## src/rtl/adder_64_result_buf_if.sv

```systemverilog
// Result-buffer bus: adder issue/result side plus the output stream.
// The producer/consumer side is master, the buffer itself is slave.
interface adder_64_result_buf_if #(
   parameter int WIDTH = 64,
   parameter int DEPTH = 8
);
   logic                     issue_valid;
   logic                     issue_ready;
   logic [WIDTH-1:0]         res_sum;
   logic                     res_carry;
   logic                     out_valid;
   logic                     out_ready;
   logic [WIDTH-1:0]         out_sum;
   logic                     out_carry;
   logic [$clog2(DEPTH):0]   fifo_count;

   modport master (
      output issue_valid,
      output res_sum,
      output res_carry,
      output out_ready,
      input  issue_ready,
      input  out_valid,
      input  out_sum,
      input  out_carry,
      input  fifo_count
   );

   modport slave (
      input  issue_valid,
      input  res_sum,
      input  res_carry,
      input  out_ready,
      output issue_ready,
      output out_valid,
      output out_sum,
      output out_carry,
      output fifo_count
   );
endinterface

```

## src/rtl/adder_64_result_buf.sv

```systemverilog
// Result stage for a fixed-latency pipelined adder: tags issues,
// captures tagged results into a FIFO, credit-gates new issues.
module adder_64_result_buf #(
   parameter int WIDTH   = 64,
   parameter int LATENCY = 4,
   parameter int DEPTH   = 8
) (
   input  logic                 clk,
   input  logic                 rst,
   adder_64_result_buf_if.slave bus
);
   localparam int PW = $clog2(DEPTH);
   localparam int CW = PW + 1;
   localparam int IW = $clog2(LATENCY + 1);
   localparam int SW = ((CW > IW) ? CW : IW) + 1;

   logic [LATENCY-1:0] vld_q, vld_d;
   logic [IW-1:0]      infl_q, infl_d;
   logic [PW-1:0]      wptr_q, wptr_d;
   logic [PW-1:0]      rptr_q, rptr_d;
   logic [CW-1:0]      cnt_q, cnt_d;
   logic [WIDTH:0]     mem_q [DEPTH];

   logic [SW-1:0]      credit;
   logic               fire;
   logic               capture;
   logic               pop;
   logic               empty;

   // Credit uses registered occupancy only, so a same-cycle pop
   // cannot raise issue_ready until the following cycle.
   always_comb begin
      credit          = SW'(cnt_q) + SW'(infl_q);
      bus.issue_ready = !rst && (credit < SW'(DEPTH));
      fire            = bus.issue_valid & bus.issue_ready;
      capture         = vld_q[LATENCY-1];
      empty           = (cnt_q == '0);
      bus.out_valid   = !empty;
      pop             = !empty & bus.out_ready;
      bus.fifo_count  = cnt_q;
      {bus.out_carry, bus.out_sum} = empty ? '0 : mem_q[rptr_q];
   end

   // Next-state: tag shift, in-flight count, pointers and occupancy.
   always_comb begin
      vld_d    = vld_q << 1;
      vld_d[0] = fire;

      infl_d = infl_q;
      unique case (1'b1)
         (fire & !capture): infl_d = infl_q + IW'(1);
         (!fire & capture): infl_d = infl_q - IW'(1);
         default:           infl_d = infl_q;
      endcase

      wptr_d = capture ? wptr_q + PW'(1) : wptr_q;
      rptr_d = pop ? rptr_q + PW'(1) : rptr_q;

      cnt_d = cnt_q;
      unique case (1'b1)
         (capture & !pop): cnt_d = cnt_q + CW'(1);
         (!capture & pop): cnt_d = cnt_q - CW'(1);
         default:          cnt_d = cnt_q;
      endcase
   end

   // Control state register with synchronous reset.
   always_ff @(posedge clk) begin
      if (rst) begin
         vld_q  <= '0;
         infl_q <= '0;
         wptr_q <= '0;
         rptr_q <= '0;
         cnt_q  <= '0;
      end else begin
         vld_q  <= vld_d;
         infl_q <= infl_d;
         wptr_q <= wptr_d;
         rptr_q <= rptr_d;
         cnt_q  <= cnt_d;
      end
   end

   // Result storage; contents are don't-care until counted valid.
   always_ff @(posedge clk) begin
      if (!rst && capture) begin
         mem_q[wptr_q] <= {bus.res_carry, bus.res_sum};
      end
   end
endmodule
```

## src/flat_wrapper.sv

```systemverilog
// flat-port wrapper written by rule: the top's interface ports become plain ports
module adder_64_result_buf_flat 
#(
   parameter int WIDTH   = 64,
   parameter int LATENCY = 4,
   parameter int DEPTH   = 8
)
  (clk, rst, bus_issue_valid, bus_res_sum, bus_res_carry, bus_out_ready, bus_issue_ready, bus_out_valid, bus_out_sum, bus_out_carry, bus_fifo_count);
  adder_64_result_buf_if #(.WIDTH(WIDTH), .DEPTH(DEPTH)) bus_i ();
  input  logic clk;
  input  logic rst;
  input wire logic [$bits(bus_i.issue_valid)-1:0] bus_issue_valid;
  input wire logic [$bits(bus_i.res_sum)-1:0] bus_res_sum;
  input wire logic [$bits(bus_i.res_carry)-1:0] bus_res_carry;
  input wire logic [$bits(bus_i.out_ready)-1:0] bus_out_ready;
  output wire logic [$bits(bus_i.issue_ready)-1:0] bus_issue_ready;
  output wire logic [$bits(bus_i.out_valid)-1:0] bus_out_valid;
  output wire logic [$bits(bus_i.out_sum)-1:0] bus_out_sum;
  output wire logic [$bits(bus_i.out_carry)-1:0] bus_out_carry;
  output wire logic [$bits(bus_i.fifo_count)-1:0] bus_fifo_count;
  assign bus_i.issue_valid = bus_issue_valid;
  assign bus_i.res_sum = bus_res_sum;
  assign bus_i.res_carry = bus_res_carry;
  assign bus_i.out_ready = bus_out_ready;
  assign bus_issue_ready = bus_i.issue_ready;
  assign bus_out_valid = bus_i.out_valid;
  assign bus_out_sum = bus_i.out_sum;
  assign bus_out_carry = bus_i.out_carry;
  assign bus_fifo_count = bus_i.fifo_count;
  adder_64_result_buf #(.WIDTH(WIDTH), .LATENCY(LATENCY), .DEPTH(DEPTH)) u_core (.clk(clk), .rst(rst), .bus(bus_i));
endmodule
```

## config.mk

```make
export PLATFORM = sky130hd
export DESIGN_NAME = adder_64_result_buf_flat
export DESIGN_NICKNAME = d
export VERILOG_FILES = /design/src/rtl/adder_64_result_buf_if.sv /design/src/rtl/adder_64_result_buf.sv /design/src/flat_wrapper.sv
export SDC_FILE = /design/constraint.sdc
export NUM_CORES = 1
export LEC_CHECK = 0
export CAP_MARGIN = 15
export CORE_MARGIN = 3
export CORE_UTILIZATION = 30
export DETAILED_ROUTE_END_ITERATION = 12
export MAX_ROUTING_LAYER = met4
export PLACE_DENSITY_LB_ADDON = 0.3
export RECOVER_POWER = 100
export SKIP_CTS_REPAIR_TIMING = 1
export SYNTH_ARGS = -nofsm -noshare
export SYNTH_HDL_FRONTEND = slang
export SYNTH_SLANG_ARGS = --single-unit
```

## constraint.sdc

```tcl
create_clock -name clk -period 12 [get_ports clk]
set_input_delay 3 -clock clk [delete_from_list [all_inputs] [get_ports clk]]
set_output_delay 3 -clock clk [all_outputs]
set_load 0.01 [all_outputs]
```

==> summary.md, run 1 <==
| Metric | Value |
|---|---|
| Outcome | finished with violations |
| Violated checks | max-capacitance violations, max-slew violations |
| Root Driver | clkbuf_16 |
| Yosys top cell area share | 0.756 |
| Initial Util | 0.305 |
| Clock-pin slew of the registers on the worst-case setup and hold paths | 0.06 ns |
| Routed wire length per instance | 21.5 um |
| Iter 0 DRT Violations | 571 |
| Max Slew Vio Count | 637 |
| Pwr/cell area | 160 mW/mm2 |
| TritonCTS clock tree | built |
| Unrepaired setup endpoints after global routing | no |
| Leading area contributor after synthesis | edfxtp_1 |
| Setup crit end kind | output pin |
| WHS | 0.434 ns |
| IO buf count | 139 |
| Final #Nets | 1183 |
| Die height | 268 um |
| Hold crit path type | reg2reg |
| Routability cong. | 0.687 |
| Final ANT Viol Nets | 0 |
| Grt ovf | 0 |
| VDD IR max | 0.0000968 V |
| H-tree levels | 2 |
| Core box area | 0.0678 mm2 |
| Final min period | 8.92 ns |
| Register area share after synthesis | 0.775 |
| Pleak | 7.61 nW |
| Area contributors post-synth | edfxtp_1 (76%), mux4_2 (14%), mux2i_1 (3.2%) |
| Endpoints failing hold | 0 |
| F_max | 0.112 GHz |
| Clock sink count | 540 |
| Worst rel slew slack | -1.35 |
| Syn Inst Count | 928 |
| Final clock period utilization by the worst path | 0.743 |
| Synth cell types | 34 |
| Via total after detailed routing | 9488 |
| Area Growth Syn to Fin | 20.5% |
| Async set-or-reset flop fraction in the synthesized netlist | 0 |
| Syn. warnings | 0 |
| Crit-path max FO | 66 |
| Max cap viols | 18 |
| Post-synth EDFFs | 520 |
| Share of layout cells above drive strength 1 | 0.200 |
| Most frequent cell after synthesis | edfxtp_1 |
| Most instantiated cells after synthesis | edfxtp_1 (520), mux4_2 (130), nor2_1 (87), mux2i_1 (67), dfxtp_1 (20) |
| Top FF cell, synth | edfxtp_1 |
| Final Skew | 0.0179 ns |
| Latest clock arrival within the worst-skew pair | 0.60 ns |
| Final wirelength | 43700 um |
| Row count | 95 |
| Startpoint Class | flip-flop |
| Design Power | 3.98 mW |
| Initial antenna violation count | 9 |
| Vias in the first global route | 10454 |
| Syn Area/Cell | 22.3 um2 |
| First-pass DRT Iterations | 5 |
| Filler cell count in the final layout | 6235 |
| DRC violations left | 0 |
| Actual slew at the worst max-slew pin | 3.53 ns |
| DPL Wire Length | 22900 um |
| CP Class | reg2out |
| Max clock buf depth | 3 |
| Post-Syn Nets | 1007 |
| Drt via density | 4.67 |
| Placed cell count | 1917 |
| CTS buffer count | 58 |
| Synthesized area | 0.0207 mm2 |
| Final setup violation count | 0 |
| Setup TNS | 0 ns |
| Final std cells w/o fill | 2030 |
| Die Area | 0.0721 mm2 |
| CP required | 9.00 ns |
| Largest net degree at the start of global routing | 67 |
| Seq cells post-synth | 540 |
| Die width | 268 um |
| Overall Global Routing Usage | 0.127 |
| Ports | 140 |
| Crit path DAT | 5.92 ns |
| First-pass GRT wire length | 66000 um |
## flip-flops by register name, summed over array words and instances (netlist names), named ones only
| name | cells |
|---|---|
| u_core.bus.fifo_count | 4 |
| u_core.infl_q | 3 |
| u_core.mem_q | 520 |
| u_core.rptr_q | 3 |
| u_core.vld_q | 4 |
| u_core.wptr_q | 3 |
## per-stage QoR
stage,util,area (um2),setup slack (ns)
after detailed placement,0.341,23100,4.50
after global placement,0.341,23100,4.45
after floorplan,-,20700,1.95
final,0.367,24900,3.08
after global routing,0.367,24900,2.62
after CTS,0.369,25000,4.49
## final cells by class
cell class | instances | area (um2) | area share
clock buffer | 66 | 1480 | 0.0595
antenna | 6 | 15.0 | 0.000603
sequential | 540 | 16000 | 0.644
multi-input combinational | 332 | 4340 | 0.175
timing repair buffer | 163 | 1500 | 0.0604
clock inverter | 41 | 393 | 0.0158
tap | 873 | 1090 | 0.0439
inverter | 9 | 33.8 | 0.00136
## where the power goes
part | total [mW] | switching (mW) | internal, mW
combinational | 0.172 | 0.0879 | 0.0836
sequential | 2.07 | 0.00676 | 2.07
clock | 1.74 | 0.719 | 1.02
total | 3.98 | 0.813 | 3.17
## logic make-up after synthesis
group                    synth area share
multiplexers                        0.174
flip-flops                          0.775
XOR/XNOR                          0.00339
buffers and inverters              0.0154
adder cells (fa/ha/maj)           0.00678
AO/OA/AOI/OAI                     0.00345
AND/OR/NAND/NOR                    0.0216
## routing by layer
layer / vias up / track usage / share of wire
met1: 5062 / 0.162 / 0.45
met2: 180 / 0.209 / 0.50
met4: 0 / 0.0289 / 0.018
li1: 4185 / - / -
met5: - / - / 0
met3: 61 / 0.0258 / 0.041
## worst paths after layout
check | start | end | slack [ns] | cells after the start
worst max-delay path | flip-flop | bus_out_sum[2] | 3.08 | 5
worst min-delay path | u_core.vld_q[0] | u_core.vld_q[1] | 0.43 | 1
worst max register to register | u_core.bus.fifo_count[3] | u_core.bus.fifo_count[3] | 7.54 | 10
worst min register to register | u_core.vld_q[0] | u_core.vld_q[1] | 0.43 | 1
## worst max-delay path: stages, from the launching register on
cell and delay [ns]:
dfxtp_1 2.71, buf_4 1.12, mux4_2 0.42, mux2i_1 0.17, nor2_1 0.10, dlygate4sd3_1 0.74
## layout by cell type (no fill, tap or decap), types with 11 or more instances in the layout
cell | netlist | final
clkinv_1 | 0 | 13
clkinv_2 | 0 | 11
mux4_2 | 130 | 130
mux2i_1 | 67 | 67
dfxtp_1 | 20 | 18
clkbuf_1 | 16 | 26
dlygate4sd3_1 | 0 | 135
clkbuf_16 | 0 | 58
edfxtp_1 | 520 | 520
nor2_1 | 87 | 85
(Power assumes the default switching activity.)
==> run 2, diff against run 1 <==
==> constraint.sdc (replaced) <==
create_clock -name clk -period 9.15 [get_ports clk]
set_input_delay 2.2875 -clock clk [delete_from_list [all_inputs] [get_ports clk]]
set_output_delay 2.2875 -clock clk [all_outputs]
set_load 0.01 [all_outputs]
==> summary.md, run 2 (synthesis results as in run 1) <==
| Metric | Value |
|---|---|
| Overall Global Routing Usage | 0.126 |
| Final std cells w/o fill | 2020 |
| Row count | 95 |
| Setup crit end kind | output pin |
| IO buf count | 139 |
| Routability cong. | 0.676 |
| Final wirelength | 43500 um |
| CP required | 6.86 ns |
| Grt ovf | 0 |
| VDD IR max | 0.000137 V |
| Clock-pin slew of the registers on the worst-case setup and hold paths | 0.06 ns |
| Hold crit path type | reg2reg |
| Final setup margin | 2.31 ns |
| Max stage delay cell, worst path | clkbuf_2 |
| Crit-path leading delay family | buffers and inverters |
| Switching power | 1.06 mW |
| Die width | 268 um |
| Clock sink count | 540 |
| Worst rel slew slack | -0.857 |
| Multi-input logic area | 0.00435 mm2 |
| Final ANT Viol Nets | 0 |
| Startpoint Class | flip-flop |
| Crit-path max FO | 60 |
| Area Growth Syn to Fin | 20.2% |
| Die Area | 0.0721 mm2 |
| Routed wire length per instance | 21.5 um |
| Initial Util | 0.305 |
| Via total after detailed routing | 9491 |
| Ports | 140 |
| Max reg flops | 520 |
| Iter 0 DRT Violations | 597 |
| Vias in the first global route | 10337 |
| Leading cell type in the layout, fill and taps excluded | edfxtp_1 |
| WHS | 0.440 ns |
| Crit path depth | 5 |
| Initial antenna violation count | 5 |
| Final clock period utilization by the worst path | 0.748 |
| CP Class | reg2out |
| Final #Nets | 1181 |
| Crit path DAT | 4.56 ns |
| Utilization after layout | 0.367 |
| F_max | 0.146 GHz |
| Max Slew Vio Count | 622 |
| Core box area | 0.0678 mm2 |
| Unrepaired setup endpoints after global routing | no |
| Worst r2r path cells | 10 |
| TritonCTS clock tree | built |
| DPL Wire Length | 22800 um |
| Max clock buf depth | 3 |
| Reg-to-Reg End | u_core.bus.fifo_count[3] |
| Outcome | finished with violations |
| Pwr/cell area | 208 mW/mm2 |
| Worst Path Buf+Inv | 2 |
| Min-delay src | u_core.vld_q[0] |
| Largest net degree at the start of global routing | 67 |
| Final min period | 6.84 ns |
| Latest clock arrival within the worst-skew pair | 0.61 ns |
| Pleak | 7.59 nW |
| Root Driver | clkbuf_16 |
| Setup TNS | 0 ns |
| Highest-count cells in the layout ignoring fill and taps | edfxtp_1 (520), dlygate4sd3_1 (135), mux4_2 (130) |
| Max cap viols | 17 |
| Flop-to-flop setup slack | 4.81 ns |
| Worst setup path endpoint | bus_out_sum[17] |
| Worst R2R Start | u_core.bus.fifo_count[3] |
| Drt via density | 4.70 |
| Die height | 268 um |
| Worst-path cell chain | clkbuf_2, mux4_2, mux2i_1, nor2_1, dlygate4sd3_1 |
| Reg power frac | 0.525 |
| Violated checks | max-capacitance violations, max-slew violations |
| H-tree levels | 2 |
| Actual slew at the worst max-slew pin | 2.78 ns |
| Reg area | 0.0160 mm2 |
| Max incr delay on CP | 1.49 ns |
| Place WS | 3.07 ns |
| Internal power | 4.12 mW |
| First-pass DRT Iterations | 4 |
| Final setup violation count | 0 |
| Comb power frac | 0.043 |
| Placed cell count | 1916 |
| Endpoints failing hold | 0 |
| DRC violations left | 0 |
| First-pass GRT wire length | 65300 um |
| Final Skew | 0.00921 ns |
| Filler cell count in the final layout | 6251 |
| Clock share of power | 0.431 |
| Share of layout cells above drive strength 1 | 0.199 |
| Switching share of total power | 0.204 |
| Top reg by flops | u_core.mem_q |
| CTS buffer count | 57 |
[run 2: changes by cell type in the layout (fill, tap and decap cells not counted), moves of 2 or more]
cell,previous run,this run
clkbuf_8,0,2
clkinvlp_4,5,2
diode_2,6,4
clkbuf_1,26,28
clkinv_4,3,0
buf_4,6,4
clkinv_1,13,8
clkbuf_2,0,2
[run 2: cell type report]
type,count,area share
well taps,873,0.0440
multi-input cells,332,0.175
repair buffers,162,0.0608
clock buffers,71,0.0603
inverters,9,0.00136
clock inverters,29,0.0127
flip-flops and latches,540,0.645
diodes,4,0.000403
[run 2: per-stage QoR]
stage | area (um2) | total power [mW]
floorplan | 20700 | 2.90
global placement | 23100 | 3.01
detailed placement | 23100 | 3.02
CTS | 24900 | 5.27
global route | 24800 | 5.37
finish | 24800 | 5.18
[run 2: worst reg2reg max path: cells and delay by family (launching register included)]
kind / cells / cell delay (ns)
simple gates: 3 / 1.12
fa+ha+maj: 2 / 0.59
compound gates: 3 / 0.44
buf+inv: 2 / 1.73
flops: 1 / 0.39
[run 2: how the worst min path moves through the flow]
| stage | slack [ns] | cells past startpoint | end |
|---|---|---|---|
| 4_1_cts | 0.44 | 1 | u_core.vld_q[1] |
| 6_report | 0.44 | 1 | u_core.vld_q[1] |
| 5_1_grt | 0.45 | 1 | u_core.vld_q[2] |
| 2_1_floorplan | 0.41 | 1 | u_core.vld_q[1] |
| 3_5_place_dp | 0.43 | 1 | u_core.vld_q[1] |
| 3_3_place_gp | 0.42 | 1 | u_core.vld_q[1] |
[run 2: layer usage]
layer | GRT usage | vias up | wire (um)
met5 | - | - | 0
met2 | 0.207 | 186 | 21400
met1 | 0.162 | 5073 | 19400
li1 | - | 4166 | -
met4 | 0.0336 | 0 | 875
met3 | 0.0211 | 66 | 1780
[run 2: power by group through the flow]
stage	sequential [mW]	clock, mW	combinational (mW)
after floorplan	2.77	0	0.127
after global placement	2.77	0	0.240
after detailed placement	2.77	0	0.244
after CTS	2.72	2.30	0.245
after global routing	2.72	2.40	0.247
final	2.72	2.23	0.224
==> run 3, diff against run 2 <==
==> constraint.sdc (replaced) <==
create_clock -name clk -period 5.8 [get_ports clk]
set_input_delay 1.45 -clock clk [delete_from_list [all_inputs] [get_ports clk]]
set_output_delay 1.45 -clock clk [all_outputs]
set_load 0.01 [all_outputs]
==> summary.md, run 3 (synthesis results as in run 1) <==
| Metric | Value |
|---|---|
| Outcome | finished with violations |
| Violated checks | max-capacitance violations, max-slew violations |
| First-pass GRT wire length | 65500 um |
| Worst r2r path cells | 3 |
| Clock share of power | 0.431 |
| Drt via density | 4.70 |
| Hold crit path type | reg2reg |
| VDD IR max | 0.000208 V |
| Setup crit end kind | output pin |
| Final setup violation count | 0 |
| Max clock buf depth | 3 |
| Root Driver | clkbuf_16 |
| Grt ovf | 0 |
| Max cap viols | 12 |
| Filler cell count in the final layout | 6233 |
| Vias in the first global route | 10243 |
| Row count | 95 |
| Unrepaired setup endpoints after global routing | no |
| Total placed instance area | 0.0232 mm2 |
| DPL Wire Length | 23300 um |
| Top reg by flops | u_core.mem_q |
| Final min period | 5.07 ns |
| Overall Global Routing Usage | 0.127 |
| Comb power frac | 0.044 |
| Initial antenna violation count | 3 |
| Area Growth Syn to Fin | 20.7% |
| Min-delay src | u_core.vld_q[0] |
| F_max | 0.197 GHz |
| Setup TNS | 0 ns |
| Pleak | 7.61 nW |
| TritonCTS clock tree | built |
| Internal power | 6.48 mW |
| Die height | 268 um |
| CTS buffer count | 58 |
| Share of layout cells above drive strength 1 | 0.207 |
| Endpoints failing hold | 0 |
| Finished Cell Area | 0.0249 mm2 |
| Latest clock arrival within the worst-skew pair | 0.62 ns |
| Hold path depth | 1 |
| Design Power | 8.19 mW |
| Clock sink count | 540 |
| Worst Hold End | u_core.vld_q[1] |
| Reg-to-Reg End | u_core.mem_q[4][38] |
| Final setup margin | 0.727 ns |
| Clock-pin slew of the registers on the worst-case setup and hold paths | 0.05 ns |
| Max Slew Vio Count | 399 |
| Final ANT Viol Nets | 0 |
| Core box area | 0.0678 mm2 |
| Startpoint Class | flip-flop |
| Switching power | 1.71 mW |
| CP Class | reg2out |
| Leading cell type in the layout, fill and taps excluded | edfxtp_1 |
| Via total after detailed routing | 9540 |
| Highest-count cells in the layout ignoring fill and taps | edfxtp_1 (520), mux4_2 (130), dlygate4sd3_1 (121) |
| Routability cong. | 0.673 |
| Flop-to-flop setup slack | 2.14 ns |
| Crit-path max FO | 47 |
| Final std cells w/o fill | 2029 |
| Ports | 140 |
| Utilization after layout | 0.368 |
| Switching share of total power | 0.209 |
| Worst R2R Start | u_core.vld_q[3] |
| First-pass DRT Iterations | 4 |
| Reg power frac | 0.525 |
| Worst rel slew slack | -0.960 |
| Largest net degree at the start of global routing | 48 |
| Die Area | 0.0721 mm2 |
| Final #Nets | 1187 |
| Placed cell count | 1921 |
| Actual slew at the worst max-slew pin | 2.94 ns |
| IO buf count | 139 |
| Die width | 268 um |
| Final wirelength | 44400 um |
| Place WS | 1.40 ns |
| WHS | 0.437 ns |
| Final clock period utilization by the worst path | 0.875 |
| Final Skew | 0.0226 ns |
| DRC violations left | 0 |
| CP required | 4.35 ns |
| Routed wire length per instance | 21.9 um |
| Max reg flops | 520 |
| Crit path DAT | 3.62 ns |
| Iter 0 DRT Violations | 682 |
| Pwr/cell area | 328 mW/mm2 |
| Initial Util | 0.305 |
| H-tree levels | 2 |
[run 3: changes by cell type in the layout (fill, tap and decap cells not counted), sizes merged]
cell / delta
inv: +2
clkdlybuf4s50: +14
dlygate4sd3: -14
buf: +2
diode: -2
clkinvlp: +1
clkinv: +8
bufinv: -1
clkbuf: -1
[run 3: cell type report]
type | count | area (um2) | area share
Timing Repair Buffer | 167 | 1610 | 0.0645
Clock inverter | 39 | 345 | 0.0138
Sequential cell | 540 | 16000 | 0.642
Antenna cell | 2 | 5.00 | 0.000201
Tap cell | 873 | 1090 | 0.0438
Multi-Input combinational cell | 332 | 4350 | 0.174
Inverter | 9 | 33.8 | 0.00135
Clock buffer | 67 | 1490 | 0.0595
[run 3: power groups by stage]
stage / sequential [mW] / combinational, mW / clock, mW
final: 4.30 / 0.359 / 3.53
after global routing: 4.30 / 0.394 / 3.82
after CTS: 4.30 / 0.391 / 3.65
after detailed placement: 4.38 / 0.390 / 0
after global placement: 4.38 / 0.384 / 0
after floorplan: 4.37 / 0.201 / 0
[run 3: how the worst max path moves through the flow]
stage | startpoint | end
after detailed placement | rst | bus_issue_ready
after global routing | flip-flop | bus_out_sum[57]
final | flip-flop | bus_out_sum[57]
after floorplan | rst | u_core.mem_q[0][0]
after CTS | flip-flop | bus_out_sum[57]
after global placement | rst | bus_issue_ready
[run 3: per-layer routing]
layer  vias to the layer above  part of all wire  track usage
li1                       4186                 -            -
met1                      5080              0.44        0.164
met2                       211              0.49        0.206
met3                        63             0.048       0.0263
met4                         0             0.018       0.0298
met5                         -                 0            -
[run 3: critical path: stages, from the launching register on]
cell and delay, ns:
dfxtp_2 1.32, clkbuf_2 0.58, mux4_2 0.37, mux2i_1 0.17, nor2_1 0.07, clkdlybuf4s50_1 0.49
